--- src/rtl/arb_pkg.sv ---
// Shared constants and state encoding for the 8-way round-robin arbiter.
//   N_REQ   : number of requesters
//   IDX_W   : width of a requester index
//   state_t : IDLE (no grant held) / BUSY (one grant held)
package arb_pkg;
    localparam int N_REQ = 8;
    localparam int IDX_W = 3;

    typedef enum logic {
        IDLE = 1'b0,
        BUSY = 1'b1
    } state_t;
endpackage

--- src/rtl/rr_pick8.sv ---
// Combinational rotating-priority picker.
// Ports:
//   req    : request vector
//   ptr    : highest-priority index; search goes upward from ptr, wrapping 7->0
//   onehot : one-hot of the selected requester (zero when none)
//   idx    : binary index of the selected requester (zero when none)
//   any    : at least one request present
module rr_pick8
    import arb_pkg::*;
(
    input  logic [N_REQ-1:0] req,
    input  logic [IDX_W-1:0] ptr,
    output logic [N_REQ-1:0] onehot,
    output logic [IDX_W-1:0] idx,
    output logic             any
);
    logic [IDX_W-1:0] cand;

    // Scan from lowest priority (ptr+7) to highest (ptr+0); the last hit wins,
    // so the first set bit at or after ptr is selected. The 3-bit add wraps.
    always_comb begin
        idx  = '0;
        cand = '0;
        any  = |req;
        for (int k = N_REQ - 1; k >= 0; k--) begin
            cand = ptr + IDX_W'(k);
            if (req[cand]) idx = cand;
        end
        onehot = any ? (N_REQ'(1) << idx) : '0;
    end
endmodule

--- src/rtl/rr_arbiter8.sv ---
// 8-requester round-robin arbiter with hold-until-release grants.
// Ports:
//   Clk        : clock, rising edge
//   Reset      : synchronous active-high reset
//   Req[7:0]   : request vector
//   Done       : current owner releases its grant
//   Grant[7:0] : registered one-hot grant (or zero)
//   GrantIdx   : registered binary index of the owner (zero when none)
//   GrantValid : high while a grant is held
//   Timeout    : one-cycle pulse after a grant was forcibly revoked
// Optional feature: define ARB_TIMEOUT_EN to add a hold watchdog that revokes
// a grant after TIMEOUT_CYCLES busy cycles. Without it Timeout is tied to 0.
module rr_arbiter8
    import arb_pkg::*;
#(
    parameter int TIMEOUT_CYCLES = 16
) (
    input  logic                 Clk,
    input  logic                 Reset,
    input  logic [N_REQ-1:0]     Req,
    input  logic                 Done,
    output logic [N_REQ-1:0]     Grant,
    output logic [IDX_W-1:0]     GrantIdx,
    output logic                 GrantValid,
    output logic                 Timeout
);
    if (TIMEOUT_CYCLES < 2 || TIMEOUT_CYCLES > 255) begin : g_bad_timeout
        $error("rr_arbiter8: TIMEOUT_CYCLES must be 2..255");
    end

    state_t           state_q, state_n;
    logic [N_REQ-1:0] grant_q, grant_n;
    logic [IDX_W-1:0] idx_q, idx_n;
    logic [IDX_W-1:0] ptr_q, ptr_n;
    logic             timeout_n;
    logic             rel;

    logic [N_REQ-1:0] pick_oh;
    logic [IDX_W-1:0] pick_idx;
    logic             pick_any;

    rr_pick8 u_pick (
        .req    (Req),
        .ptr    (ptr_q),
        .onehot (pick_oh),
        .idx    (pick_idx),
        .any    (pick_any)
    );

`ifdef ARB_TIMEOUT_EN
    localparam logic [7:0] CNT_LAST = 8'(TIMEOUT_CYCLES - 1);
    logic [7:0] cnt_q, cnt_n;
    logic       timeout_q;
`endif

    always_ff @(posedge Clk) begin
        if (Reset) begin
            state_q <= IDLE;
            grant_q <= '0;
            idx_q   <= '0;
            ptr_q   <= '0;
`ifdef ARB_TIMEOUT_EN
            cnt_q     <= '0;
            timeout_q <= 1'b0;
`endif
        end else begin
            state_q <= state_n;
            grant_q <= grant_n;
            idx_q   <= idx_n;
            ptr_q   <= ptr_n;
`ifdef ARB_TIMEOUT_EN
            cnt_q     <= cnt_n;
            timeout_q <= timeout_n;
`endif
        end
    end

    always_comb begin
        state_n   = state_q;
        grant_n   = grant_q;
        idx_n     = idx_q;
        ptr_n     = ptr_q;
        timeout_n = 1'b0;
        rel       = Done | ~Req[idx_q];
`ifdef ARB_TIMEOUT_EN
        cnt_n = cnt_q;
`endif
        case (state_q)
            IDLE: begin
                // Done is meaningless without an owner and is ignored here.
                if (pick_any) begin
                    state_n = BUSY;
                    grant_n = pick_oh;
                    idx_n   = pick_idx;
`ifdef ARB_TIMEOUT_EN
                    cnt_n = '0;
`endif
                end
            end
            BUSY: begin
                // A normal release takes precedence over the watchdog, so a
                // release landing on the last allowed cycle never flags Timeout.
                if (rel) begin
                    state_n = IDLE;
                    grant_n = '0;
                    idx_n   = '0;
                    ptr_n   = idx_q + IDX_W'(1);
`ifdef ARB_TIMEOUT_EN
                end else if (cnt_q == CNT_LAST) begin
                    state_n   = IDLE;
                    grant_n   = '0;
                    idx_n     = '0;
                    ptr_n     = idx_q + IDX_W'(1);
                    timeout_n = 1'b1;
                end else begin
                    cnt_n = cnt_q + 8'd1;
`endif
                end
            end
            default: state_n = IDLE;
        endcase
    end

    assign Grant      = grant_q;
    assign GrantIdx   = idx_q;
    assign GrantValid = (state_q == BUSY);
`ifdef ARB_TIMEOUT_EN
    assign Timeout    = timeout_q;
`else
    assign Timeout    = timeout_n & 1'b0;
`endif
endmodule

--- config.mk ---
export PLATFORM = sky130hd
export DESIGN_NAME = rr_arbiter8
export DESIGN_NICKNAME = d
export VERILOG_FILES = /design/src/rtl/arb_pkg.sv /design/src/rtl/rr_pick8.sv /design/src/rtl/rr_arbiter8.sv
export SDC_FILE = /design/constraint.sdc
export NUM_CORES = 1
export LEC_CHECK = 0
export ABC_AREA = 0
export BUFFER_PORTS_ARGS = -buffer_cell sky130_fd_sc_hd__buf_2
export CORE_MARGIN = 2
export CORE_UTILIZATION = 50
export CTS_CLUSTER_DIAMETER = 150
export CTS_CLUSTER_SIZE = 25
export DETAILED_ROUTE_END_ITERATION = 16
export GPL_TIMING_DRIVEN = 1
export PLACE_DENSITY_LB_ADDON = 0.1
export SYNTH_ARGS = -nofsm -noshare
export SYNTH_HDL_FRONTEND = slang
export SYNTH_SLANG_ARGS = --single-unit
--- constraint.sdc ---
create_clock -name Clk -period 3.8 [get_ports Clk]
set_clock_uncertainty 0.1 [all_clocks]
set_input_delay 0.38 -clock Clk [delete_from_list [all_inputs] [get_ports Clk]]
set_output_delay 0.38 -clock Clk [all_outputs]
set_load 0.005 [all_outputs]
======== Word-level counts from Yosys, hierarchy flattened ========
Cells that the tools add are included.
word-level totals
  register bits after elaboration ......... 15
  output and inout port bits .............. 13
operators by class
  shift-type cells ........................ 1
  mux-type cells .......................... 35
  bitwise logic cells ..................... 3
  eq/ne operators ......................... 2
  magnitude comparators ................... 9
  reduce and logical (&&, ||, !) cells .... 3
  add/subtract/negate cells ............... 8
operators with widths
  kind                   number
  $lt A3 B4 Y1 const B   9
  $mux W3                10
  $bmux W1 S3            9
  $mux W8                2
  $pmux W8 S2            1
  $add A3 B3 Y3 const B  4
  $mux W1                11
  $reduce_or A8 Y1       1
  $shl A1 B3 Y8 const A  1
  $add A3 B1 Y3 const B  2
  $add A3 B2 Y3 const B  2
  $pmux W3 S2            1
  $reduce_and A2 Y1      2
  $ne A2 B1 Y1 const B   1
  $ne A2 B2 Y1 const B   1
  $not A1 Y1             2
  $pmux W1 S2            1
  $or A1 B1 Y1           1

======== Logic depth before layout (Yosys ltp) ========
Gate-level depths: netlist of the first run.
  depth after elaboration ................. 14
  depth in mapped cells ................... 12
  depth with buffers taken out ............ 9

======== Cells and area by module ========
Synthesis of the first run repeated with hierarchy kept, for this count alone.
unflattened totals
  cells, all modules ...................... 218
  area total of the unflattened synthesis .. 1876.8 µm²
modules (own cells, without submodules)
  module       cells an instance  seq. area each (µm²)  area an instance (µm²)  instances
  rr_pick8     128                0.0                   1081.0                  1
  rr_arbiter8  90                 300.3                 795.8                   1

======== Least setup slack after synthesis of the first run ========
Ideal clock, no wire load.
  kind .................................... reg2reg
  from .................................... reg ptr_q[0]
  to ...................................... reg grant_q[4], in the netlist Grant[4]
  arrival ................................. 2.845 ns
  data required time ...................... 3.583 ns
  period minus slack after synthesis ...... 3.062 ns
  library setup time ...................... 0.117 ns
  stages on the path, launching flop included .. 13
  path slack .............................. 0.738 ns
  path through ............................ dfxtp_1 -> buf_6 -> buf_2 -> inv_2 -> ha_1 -> clkbuf_1 -> mux4_2 -> a21o_1 -> a32oi_1 -> o2111ai_1 -> o21ai_1 -> and2b_1 -> a32o_1
on the way
  longest elaborated chain between the ends .. 14
  elaborated cells between the ends (all ways) .. 34
RTL lines
  element                        RTL line           source
  from (decl)                    rr_arbiter8.sv:34  logic [IDX_W-1:0] ptr_q, ptr_n;
  from (signal assigned)         rr_arbiter8.sv:70  ptr_q <= ptr_n;
  $add A3 B3 Y3                  rr_pick8.sv:26     cand = ptr + IDX_W'(k);
  $bmux W1 S3                    rr_pick8.sv:27     if (req[cand]) idx = cand;
  $mux W1 (not written as such)  rr_pick8.sv:27
  $mux W3 (7 in a row)           rr_pick8.sv:27
  $mux W3 (*)                    rr_pick8.sv:27
  $shl A1 B3 Y8 (*)              rr_pick8.sv:29     onehot = any ? (N_REQ'(1) << idx) : '0;
  $mux W8 (*)                    rr_arbiter8.sv:91  if (pick_any) begin
  $pmux W8 S2 (*)                rr_arbiter8.sv:88  case (state_q)
  to (signal assigned)           rr_arbiter8.sv:68  grant_q <= grant_n;
  to (decl)                      rr_arbiter8.sv:32  logic [N_REQ-1:0] grant_q, grant_n;
Mark *: on every way between the ends. The rest lies on a longest branch, timed or not. The select of a mux whose other input is x is not followed.
A chain may end at the register's enable or synchronous reset.

======== Final worst setup path of the first run ========
Same ends and word-level chain as after synthesis.

==> impl_summary.txt, run 1 <==
----------------------------------------------------
[Clock tree]
  Maximum level of the CTS H-tree ... 1
  Count of hold buffers inserted by post-cts repair ... 0
  Clock transition time at the flip-flop clock pins of the worst setup and hold paths ... approximately 0.10 ns
  Max clock buf depth ... 2
  Clk Tree Root Cell ... sky130_fd_sc_hd__clkbuf_4
  Total CTS buffers ... 3
  Postcts setup bufs ... 0
  Total clock sinks ... 15
  CTS tree ... yes
  Number of gates resized after CTS ... 0
  Clock latency of the later-clocked register in the worst-skew pair ... 0.29 ns

[Floorplan]
  Initial Utilization ... between 50 and 60%
  Die H ... just under 60 um
  Floorplan core area ... approximately 2800 sq um
  Placement row count ... 19
  Ports ... 24
  Overall die area ... about 3500 sq um
  Horizontal die dimension ... around 60 um

[Outcome]
  Status ... finished, violations left
  Violations in the final reports ... DRC

[Synthesis]
  Syn nets ... 170
  Post-synth top flop ... sky130_fd_sc_hd__dfxtp_1
  Proportion of synthesized chip area in sequential cells ... 19.9%
  Synth area leader ... sky130_fd_sc_hd__mux4_2
  Cell area after technology mapping ... 1510 sq um
  Syn avg cell area ... between 9 and 10 sq um
  Synthesized instance count ... roughly 160
  Share of Yosys cell area claimed by the top area cell type ... 20.9%
  Warnings from Yosys ... 0
  Number of library cell types mapped by synthesis ... 53
  Number of synthesized flops with an enable pin ... 0
  Top cells by area, synth ... sky130_fd_sc_hd__mux4_2 (21%), sky130_fd_sc_hd__dfxtp_1 (20%), sky130_fd_sc_hd__mux2i_1 (4.7%)
  Ys async rst share ... 0%
  Register bit total from synthesis ... 15

[Worst setup path]
  Slack of the worst reg-to-reg path ... about 0.6 ns
  Data arrival at the endpoint of the critical path ... 3.29 ns
  Endpoint required time on the critical path ... a little under 4 ns
  Crit Reg-Reg Startpoint ... ptr_q[0]
  CP Max Fanout ... 9
  Worst reg2reg path endpoint ... Grant[4]
  Worst Setup Start Kind ... register
  Endpoint kind of the worst setup timing path ... register
  Critical path origin ... ptr_q[0]
  Worst reg2reg path depth ... 9
  Start-to-end type of the worst setup path ... reg -> reg

[Timing]
  Final sum of negative setup slack ... 0 ns
  Post-layout minimum cycle time ... between 3 and 4 ns
  Number of max-slew violations in the final report ... 0
  Slew margin rel. ... between 40% and 50%
  Tcrit/Tclk final ... between 80 and 90%
  Worst Max-Slew Pin Slew ... 0.829 ns
  Unrepaired setup endpoints after global routing ... no
  Final count of hold timing violations ... 0
  Final-report setup violation count ... 0
  F_max ... between 300 and 400 MHz

[Detailed routing]
  Sum of routed wire length over all layers ... roughly 3.6 mm
  Ratio of routed vias to standard cells ... 6.60
  Post-route ant nets ... 0
  First-pass detailed-route iteration total ... 11
  DR iter-0 viols ... 55
  Detailed-route DRC error count ... 1
  Mean routed wirelength per cell ... approximately 18 um
  Total via count in the routed design ... 1352

[Global route]
  Global routing usage summed across all routing layers ... a little under a quarter
  Global-route wire length before repair ... between 6 and 7 mm
  Global route total overflow ... 0
  Vias in the first global route ... between 1000 and 1500
  Maximum number of pins on one net before global-route repair ... 20
  Initial antenna violation count ... 0

[Finish]
  Share of final-layout standard cells stronger than drive strength 1 ... approximately 30%
  Number of nets in the layout ... between 150 and 200
  Area of combinational cells with multiple inputs ... 1130 sq um
  Layout Cells excl Fill ... 205
  Post-route cell area ... about 1600 sq um
  Area taken by flip-flops and latches ... between 300 and 400 sq um
  Filler instances ... 244
  Signed area change from the synthesized netlist to the final layout ... 8.72%
  Antenna diode count ... 0

[Placement]
  DP Cell Count ... between 200 and 250
  PortBufs ... 22
  Placed wire-length estimate ... around 2.7 mm
  Routability-driven placement congestion ratio ... 0.865
  Placed standard-cell area ... roughly 1600 sq um

[Worst hold path]
  Worst hold endpoint ... GrantIdx[2]
  Worst Hold Launch ... Reset
  Class of the most critical hold timing path ... in -> reg
  Hold Crit Depth ... 2

[Run]
  Number of violations of the max-capacitance limit ... 0

[Power and ir drop]
  LEAKAGE ... 0.648 nW
  Max rail drop VDD ... roughly 0.28 mV
  Power Density ... slightly below 400 nW/um^2

----------------------------------------------------
-- cells in the final DEF (no fill, tap or decap), types with 6 or more instances in the layout --
master                    Yosys  routed
sky130_fd_sc_hd__buf_2        3      22
sky130_fd_sc_hd__dfxtp_1     15      15
sky130_fd_sc_hd__nand2_1     14      14
sky130_fd_sc_hd__mux4_2      14      14
sky130_fd_sc_hd__nor2_1      13      13
sky130_fd_sc_hd__mux2i_1      7       7
sky130_fd_sc_hd__a21oi_1      6       6
sky130_fd_sc_hd__o21ai_1      6       6
-- flip-flops by register name (all words and copies together) (netlist names) --
| name | count |
|---|---|
| Grant | 8 |
| GrantIdx | 3 |
| GrantValid | 1 |
| ptr_q | 3 |
-- area by class of cell --
cell class / count / share of cell area [%]
clock buffers: 3 / 1.38
inverters: 5 / 1.15
well taps: 31 / 2.37
multi-input cells: 126 / 68.8
flip-flops and latches: 15 / 18.3
repair buffers: 24 / 7.64
clock inverters: 1 / 0.306
-- cells in the mapped netlist (2+ instances only) --
library cell,number
sky130_fd_sc_hd__nand3_1,4
sky130_fd_sc_hd__nand2_1,14
sky130_fd_sc_hd__inv_1,4
sky130_fd_sc_hd__xor2_1,2
sky130_fd_sc_hd__o21ai_1,6
sky130_fd_sc_hd__mux4_2,14
sky130_fd_sc_hd__ha_1,3
sky130_fd_sc_hd__o211ai_1,3
sky130_fd_sc_hd__clkbuf_1,2
sky130_fd_sc_hd__nor2_1,13
sky130_fd_sc_hd__a32o_1,4
sky130_fd_sc_hd__nor3_1,2
sky130_fd_sc_hd__mux2i_1,7
sky130_fd_sc_hd__nand2b_1,2
sky130_fd_sc_hd__buf_2,3
sky130_fd_sc_hd__a21oi_1,6
sky130_fd_sc_hd__nor4_1,2
sky130_fd_sc_hd__nor2b_1,3
sky130_fd_sc_hd__o21ai_0,3
sky130_fd_sc_hd__or2_1,2
sky130_fd_sc_hd__buf_4,3
sky130_fd_sc_hd__o41ai_2,2
sky130_fd_sc_hd__mux2_2,2
sky130_fd_sc_hd__o21a_1,4
sky130_fd_sc_hd__dfxtp_1,15
sky130_fd_sc_hd__a21o_1,3
sky130_fd_sc_hd__xnor2_1,2
-- metrics by stage --
step           util, %  hold slack [ns]  total power, W  setup WS [ns]
2_1_floorplan        -            0.342        0.000475          0.738
3_3_place_gp      57.4            0.336        0.000547          0.705
3_5_place_dp      57.4            0.341        0.000553          0.655
4_1_cts           58.4            0.284        0.000646          0.628
5_1_grt           58.4            0.303        0.000693          0.423
6_report          58.4            0.290        0.000647          0.602
-- routing by layer --
| metal | share of wire [%] | up-vias | track usage [%] | wire, um |
|---|---|---|---|---|
| li1 | - | 635 | - | - |
| met1 | 41 | 647 | 29.1 | 1480 |
| met2 | 51 | 58 | 38.1 | 1820 |
| met3 | 5.5 | 12 | 3.30 | 197 |
| met4 | 2.9 | 0 | 12.0 | 104 |
| met5 | 0 | - | 0 | 0 |
-- cell families after synthesis --
group	count (synthesis)	share of synthesized area [%]
and+or+nand+nor	46	14.8
AOI/OAI and AO/OA	45	23.4
muxes	26	30.5
DFF	15	19.9
buffers and inverters	15	5.23
xor gates and xnor gates	5	3.41
adders and majority gates	3	2.49
other	1	0.249
-- worst max-delay path, stage by stage (launching register included) --
cell,delay [ns]
sky130_fd_sc_hd__dfxtp_1,0.59
sky130_fd_sc_hd__inv_2,0.09
sky130_fd_sc_hd__ha_1,0.48
sky130_fd_sc_hd__mux4_2,0.42
sky130_fd_sc_hd__a21o_1,0.20
sky130_fd_sc_hd__a32oi_1,0.19
sky130_fd_sc_hd__o2111ai_1,0.14
sky130_fd_sc_hd__o21ai_1,0.38
sky130_fd_sc_hd__and2b_1,0.25
sky130_fd_sc_hd__a32o_1,0.25
-- power breakdown --
group	internal [W]	switching [W]
registers	0.000175	0.0000215
clock network	0.0000392	0.0000552
logic	0.000164	0.000193
-- how the worst max path moves through the flow --
stage               end
2_1_floorplan  Grant[4]
3_3_place_gp   Grant[4]
3_5_place_dp   Grant[4]
4_1_cts        Grant[4]
5_1_grt        Grant[4]
6_report       Grant[4]
(Power assumes the default switching activity.)
==> run 2: changes to the inputs <==
- clock period: 3.8 -> 3.1 ns (I/O delays scaled with it)
==> run 2 against run 1 <==
The run still ends with DRC left. Clock-buffer cell count stayed put. Critical path depth is the same. Critical endpoint is now Grant[6]. Via count down 1.5%. Critical path type unchanged. Design area up 1.4%. Largest power group unchanged.
==> impl_summary.txt, run 2 (synthesized netlist as in run 1, its figures left out) <==
----------------------------------------------------
[Outcome]
  Status ... finished, violations left
  Violations in the final reports ... DRC

[Timing]
  Final Hold Slack ... around 0.23 ns
  Tcrit/Tclk final ... between 90% and 100%
  F_max ... roughly 350 MHz
  Slew margin rel. ... between 50% and 60%
  Final-report setup violation count ... 0
  Final sum of negative setup slack ... 0 ns
  Number of max-slew violations in the final report ... 0
  Final count of hold timing violations ... 0
  Setup ws final ... ~0.27 ns
  Post-layout minimum cycle time ... ~2.8 ns
  Worst Max-Slew Pin Slew ... approximately 0.64 ns
  Unrepaired setup endpoints after global routing ... no

[Floorplan]
  Floorplan core area ... approximately 2800 sq um
  Die H ... 58.9 um
  Horizontal die dimension ... 58.9 um
  Placement row count ... 19
  Initial Utilization ... 53.7%
  Ports ... 24
  Overall die area ... about 3500 sq um

[Worst setup path]
  Data arrival at the endpoint of the critical path ... 2.92 ns
  Endpoint required time on the critical path ... between 3 and 4 ns
  Worst Setup Start Kind ... register
  Endpoint kind of the worst setup timing path ... register
  CP Max Fanout ... 16
  Start-to-end type of the worst setup path ... reg -> reg

[Power and ir drop]
  Max rail drop VDD ... roughly 0.36 mV
  Power Density ... ~480 nW/um^2
  LEAKAGE ... between 0.6 and 0.7 nW

[Detailed routing]
  Detailed-route DRC error count ... 1
  Sum of routed wire length over all layers ... roughly 3.5 mm
  Ratio of routed vias to standard cells ... 6.40
  Total via count in the routed design ... approximately 1300
  First-pass detailed-route iteration total ... 10
  DR iter-0 viols ... 64
  Post-route ant nets ... 0
  Mean routed wirelength per cell ... 16.7 um

[Clock tree]
  Count of hold buffers inserted by post-cts repair ... 0
  CTS tree ... yes
  Clock latency of the later-clocked register in the worst-skew pair ... between 0.2 and 0.3 ns
  Total CTS buffers ... 3
  Maximum level of the CTS H-tree ... 1
  Postcts setup bufs ... 0
  Clk Tree Root Cell ... sky130_fd_sc_hd__clkbuf_4
  Number of gates resized after CTS ... 0
  Max clock buf depth ... 2
  Clock transition time at the flip-flop clock pins of the worst setup and hold paths ... approximately 0.09 ns
  Total clock sinks ... 15

[Finish]
  Signed area change from the synthesized netlist to the final layout ... 10.2%
  Antenna diode count ... 0
  Final core area utilization ... 59.2%
  Most frequent cells in the layout ... sky130_fd_sc_hd__buf_2 (22), sky130_fd_sc_hd__dfxtp_1 (15), sky130_fd_sc_hd__nand2_1 (14), sky130_fd_sc_hd__mux4_2 (14), sky130_fd_sc_hd__nor2_1 (13)
  Number of nets in the layout ... between 150 and 200
  Share of final-layout standard cells stronger than drive strength 1 ... between 30% and 40%
  Filler instances ... 257
  Largest register FFs ... 8
  Leading cell type in the layout, fill and taps excluded ... sky130_fd_sc_hd__buf_2

[Global route]
  Met2 routing resource usage after global routing ... approximately two fifths
  Met1 Track Usage GR ... approximately 29%
  Vias in the first global route ... around 1400
  Global-route wire length before repair ... ~6 mm
  Busiest metal layer after global routing ... met2
  Global route total overflow ... 0
  Maximum number of pins on one net before global-route repair ... 18
  M3 GR Usage ... under 10%
  Initial antenna violation count ... 0
  Global routing usage summed across all routing layers ... ~23%

[Placement]
  Routability-driven placement congestion ratio ... 0.885
  PortBufs ... 22
  Pre-CTS setup slack ... 0.309 ns
  Placed wire-length estimate ... 2.70 mm

[Worst hold path]
  Class of the most critical hold timing path ... in -> reg

[Run]
  Number of violations of the max-capacitance limit ... 0

----------------------------------------------------
-- run 2: worst paths after layout --
path	endpoint	cells past startpoint	startpoint	slack, ns
worst max-delay path	Grant[6]	9	ptr_q[0]	0.27
worst min-delay path	GrantIdx[2]	2	Reset	0.23
worst max register to register	Grant[6]	9	ptr_q[0]	0.27
worst min register to register	Grant[7]	2	Grant[7]	0.36
-- run 2: final cells by class --
| class | count | area (sq um) | share of cell area, % |
|---|---|---|---|
| multi-input cells | 126 | 1130 | 67.9 |
| flip-flops and latches | 15 | 300 | 18.1 |
| repair buffers | 27 | 148 | 8.89 |
| well taps | 31 | 38.8 | 2.34 |
| clock buffers | 3 | 22.5 | 1.36 |
| inverters | 5 | 18.8 | 1.13 |
| clock inverters | 1 | 5.00 | 0.301 |
-- run 2: per-layer routing --
metal | part of all wire, % | up-vias
li1 | - | 645
met1 | 41 | 639
met2 | 52 | 40
met3 | 4.2 | 8
met4 | 2.5 | 0
met5 | 0 | -
-- run 2: critical path, stage by stage, from the launching register on --
cell and delay [ns]:
sky130_fd_sc_hd__dfxtp_1 0.35, sky130_fd_sc_hd__buf_4 0.26, sky130_fd_sc_hd__ha_1 0.26, sky130_fd_sc_hd__xor2_1 0.37, sky130_fd_sc_hd__mux2i_2 0.39, sky130_fd_sc_hd__nor4b_2 0.27, sky130_fd_sc_hd__o21ai_1 0.08, sky130_fd_sc_hd__o211a_1 0.16
sky130_fd_sc_hd__or2_1 0.27, sky130_fd_sc_hd__o41ai_2 0.21
-- run 2: metrics by stage --
stage / total power, W / instance area (sq um) / std cells
global route: 0.000855 / 1660 / 208
CTS: 0.000796 / 1660 / 208
finish: 0.000793 / 1660 / 208
global placement: 0.000677 / 1630 / 204
detailed placement: 0.000682 / 1630 / 204
floorplan: 0.000582 / 1510 / 156
-- run 2: power breakdown --
group	switching [W]	internal [W]	total [W]	leakage, nW
sequential	0.0000198	0.000215	0.000234	0.122
combinational	0.000239	0.000207	0.000445	0.523
clock	0.0000649	0.0000479	0.000113	0.0177
==> run 3: changes to the inputs <==
- ABC_AREA: 0 -> 1
==> run 3 against run 2 <==
The run now ends clean. Clock-buffer cell count is the same. Flip-flop and latch count unchanged. Final cell count is 35% higher. Critical endpoint is now Grant[3].
==> impl_summary.txt, run 3 <==
----------------------------------------------------
[Synthesis]
  Ys async rst share ... 0%
  Syn nets ... 243
  Synth area leader ... sky130_fd_sc_hd__dfxtp_1
  Commonest cells in the netlist ... sky130_fd_sc_hd__nand2_1 (64), sky130_fd_sc_hd__nand3_2 (24), sky130_fd_sc_hd__nand2_2 (20), sky130_fd_sc_hd__nand3_1 (16)
  Post-synth top flop ... sky130_fd_sc_hd__dfxtp_1
  Top cells by area, synth ... sky130_fd_sc_hd__dfxtp_1 (20%), sky130_fd_sc_hd__nand3_2 (16%), sky130_fd_sc_hd__nand2_1 (16%)
  Proportion of synthesized chip area in sequential cells ... about 20%
  Cell area after technology mapping ... 1520 sq um
  Warnings from Yosys ... 0
  Library cell with the highest instance count after synthesis ... sky130_fd_sc_hd__nand2_1
  Number of synthesized flops with an enable pin ... 0
  Number of library cell types mapped by synthesis ... 30
  Register bit total from synthesis ... 15
  Synthesized instance count ... about 230
  Syn avg cell area ... roughly 6.6 sq um
  Share of Yosys cell area claimed by the top area cell type ... about a fifth

[Detailed routing]
  Mean routed wirelength per cell ... between 10 and 15 um
  Detailed-route DRC error count ... 0
  Sum of routed wire length over all layers ... between 3 and 4 mm
  Ratio of routed vias to standard cells ... 5.18
  DR iter-0 viols ... between 70 and 80
  Post-route ant nets ... 0
  First-pass detailed-route iteration total ... 4
  Total via count in the routed design ... between 1000 and 1500

[Power and ir drop]
  Max rail drop VDD ... approximately 0.46 mV
  LEAKAGE ... roughly 0.84 nW
  Total power after layout ... 0.00152 W
  Power Density ... just over 900 nW/um^2

[Timing]
  Slew margin rel. ... approximately 56%
  Final Hold Slack ... 0.278 ns
  Tcrit/Tclk final ... 78.0%
  F_max ... between 400 and 500 MHz
  Number of max-slew violations in the final report ... 0
  Final sum of negative setup slack ... 0 ns
  Post-layout minimum cycle time ... between 2 and 2.5 ns
  Unrepaired setup endpoints after global routing ... no
  Final-report setup violation count ... 0
  Worst Max-Slew Pin Slew ... ~0.66 ns
  Final count of hold timing violations ... 0

[Worst setup path]
  Worst reg2reg path depth ... 18
  Endpoint kind of the worst setup timing path ... register
  Worst reg2reg path endpoint ... Grant[3]
  Data arrival at the endpoint of the critical path ... 2.55 ns
  Start-to-end type of the worst setup path ... reg -> reg
  Worst Setup Start Kind ... register
  CP Max Fanout ... 9
  Slack of the worst reg-to-reg path ... ~0.68 ns
  CP endpoint ... Grant[3]
  Crit Reg-Reg Startpoint ... ptr_q[1]
  Critical path origin ... ptr_q[1]
  Endpoint required time on the critical path ... about 3.2 ns

[Placement]
  Placed wire-length estimate ... roughly 2.7 mm
  PortBufs ... 22
  Placed standard-cell area ... approximately 1600 sq um
  Routability-driven placement congestion ratio ... roughly 0.9

[Floorplan]
  Horizontal die dimension ... between 50 and 60 um
  Floorplan core area ... roughly 2800 sq um
  Ports ... 24
  Die H ... approximately 59 um
  Initial Utilization ... 53.7%
  Placement row count ... 19
  Overall die area ... roughly 3500 sq um

[Clock tree]
  CTS tree ... yes
  Number of gates resized after CTS ... 0
  Total clock sinks ... 15
  Count of hold buffers inserted by post-cts repair ... 0
  Clk Tree Root Cell ... sky130_fd_sc_hd__clkbuf_4
  Postcts setup bufs ... 0
  Clock latency of the later-clocked register in the worst-skew pair ... approximately 0.29 ns
  Total CTS buffers ... 3
  Maximum level of the CTS H-tree ... 1
  Max clock buf depth ... 2
  Clock transition time at the flip-flop clock pins of the worst setup and hold paths ... about 0.10 ns

[Global route]
  Initial antenna violation count ... 0
  Global routing usage summed across all routing layers ... around 22%
  Global route total overflow ... 0
  Maximum number of pins on one net before global-route repair ... 16
  Vias in the first global route ... 1382
  Global-route wire length before repair ... ~6.0 mm

[Worst hold path]
  Class of the most critical hold timing path ... in -> reg

[Finish]
  Leading cell type in the layout, fill and taps excluded ... sky130_fd_sc_hd__nand2_1
  Most frequent cells in the layout ... sky130_fd_sc_hd__nand2_1 (64), sky130_fd_sc_hd__nand3_2 (24), sky130_fd_sc_hd__buf_2 (22)
  Signed area change from the synthesized netlist to the final layout ... 8.81%
  Post-route cell area ... approximately 1700 sq um
  Antenna diode count ... 0
  Largest register FFs ... 8
  Final core area utilization ... between 50% and 60%
  Share of final-layout standard cells stronger than drive strength 1 ... about two fifths
  Filler instances ... 294
  Number of nets in the layout ... approximately 270

[Run]
  Number of violations of the max-capacitance limit ... 0

[Outcome]
  Status ... complete, no violations

----------------------------------------------------
==> run 3: cell types whose count changed in the layout (fill, tap and decap cells not counted), sizes merged, moves of 4 or more <==
cell,previous run,this run
mux2i,9,1
mux4,14,0
o21a,4,0
o21ai,9,2
a32o,4,0
nand3,4,40
nor2,13,17
nand2,14,87
inv,5,29
a21oi,6,16
==> run 3: metal layers <==
| layer | routed length (um) | up-vias | GRT usage, % |
|---|---|---|---|
| met5 | 0 | - | 0 |
| met4 | 45 | 0 | 6.49 |
| met3 | 89 | 6 | 2.62 |
| met2 | 1420 | 29 | 34.6 |
| met1 | 1740 | 639 | 30.7 |
| li1 | - | 782 | - |
==> run 3: worst max-delay path: stages (launching register included) <==
cell and delay (ns):
sky130_fd_sc_hd__dfxtp_1 0.44, sky130_fd_sc_hd__inv_8 0.07, sky130_fd_sc_hd__ha_1 0.49, sky130_fd_sc_hd__inv_2 0.13, sky130_fd_sc_hd__nand3_1 0.14, sky130_fd_sc_hd__nand3_2 0.08, sky130_fd_sc_hd__nand2_2 0.08, sky130_fd_sc_hd__inv_1 0.04
sky130_fd_sc_hd__nor2_1 0.07, sky130_fd_sc_hd__nand2_1 0.05, sky130_fd_sc_hd__nand3_1 0.06, sky130_fd_sc_hd__nand2_1 0.05, sky130_fd_sc_hd__nand2_1 0.06, sky130_fd_sc_hd__nand2_1 0.06, sky130_fd_sc_hd__nand2_2 0.08, sky130_fd_sc_hd__nand2_4 0.07
sky130_fd_sc_hd__nor2_2 0.11, sky130_fd_sc_hd__nand2_1 0.08, sky130_fd_sc_hd__a21oi_2 0.11
==> run 3: worst min-delay path by stage <==
stage,start,to,cells past startpoint
CTS,Reset,Grant[7],2
detailed placement,Grant[5],Grant[5],2
floorplan,Reset,Grant[0],1
global placement,Grant[4],Grant[4],2
global route,Reset,Grant[7],2
finish,Reset,Grant[7],2
==> run 3: cell families after synthesis <==
group | count (synthesis) | share of synthesized area (%)
AOI/OAI and AO/OA | 26 | 11.8
xor gates and xnor gates | 1 | 0.577
adders and majority gates | 3 | 2.47
buffers and inverters | 36 | 11.8
DFF | 15 | 19.8
muxes | 1 | 0.659
other | 1 | 0.247
and+or+nand+nor | 146 | 52.7
==> run 3: stage by stage <==
step	worst slack [ns]	cells
2_1_floorplan	0.902	229
3_3_place_gp	0.730	277
3_5_place_dp	0.705	277
4_1_cts	0.691	281
5_1_grt	0.427	281
6_report	0.681	281
==> run 3: final cells by class <==
class | instances | area, sq um | share of cell area (%)
Clock buffer | 3 | 22.5 | 1.36
Clock inverter | 1 | 5.00 | 0.303
Inverter | 29 | 121 | 7.34
Multi-Input combinational cell | 178 | 1040 | 62.9
Sequential cell | 15 | 300 | 18.2
Tap cell | 31 | 38.8 | 2.35
Timing Repair Buffer | 24 | 125 | 7.57
==> run 3: report_power, final <==
group | total (W) | internal (W) | switching (W)
combinational | 0.00110 | 0.000394 | 0.000707
clock | 0.000114 | 0.0000480 | 0.0000660
sequential | 0.000306 | 0.000246 | 0.0000599
total | 0.00152 | 0.000687 | 0.000833
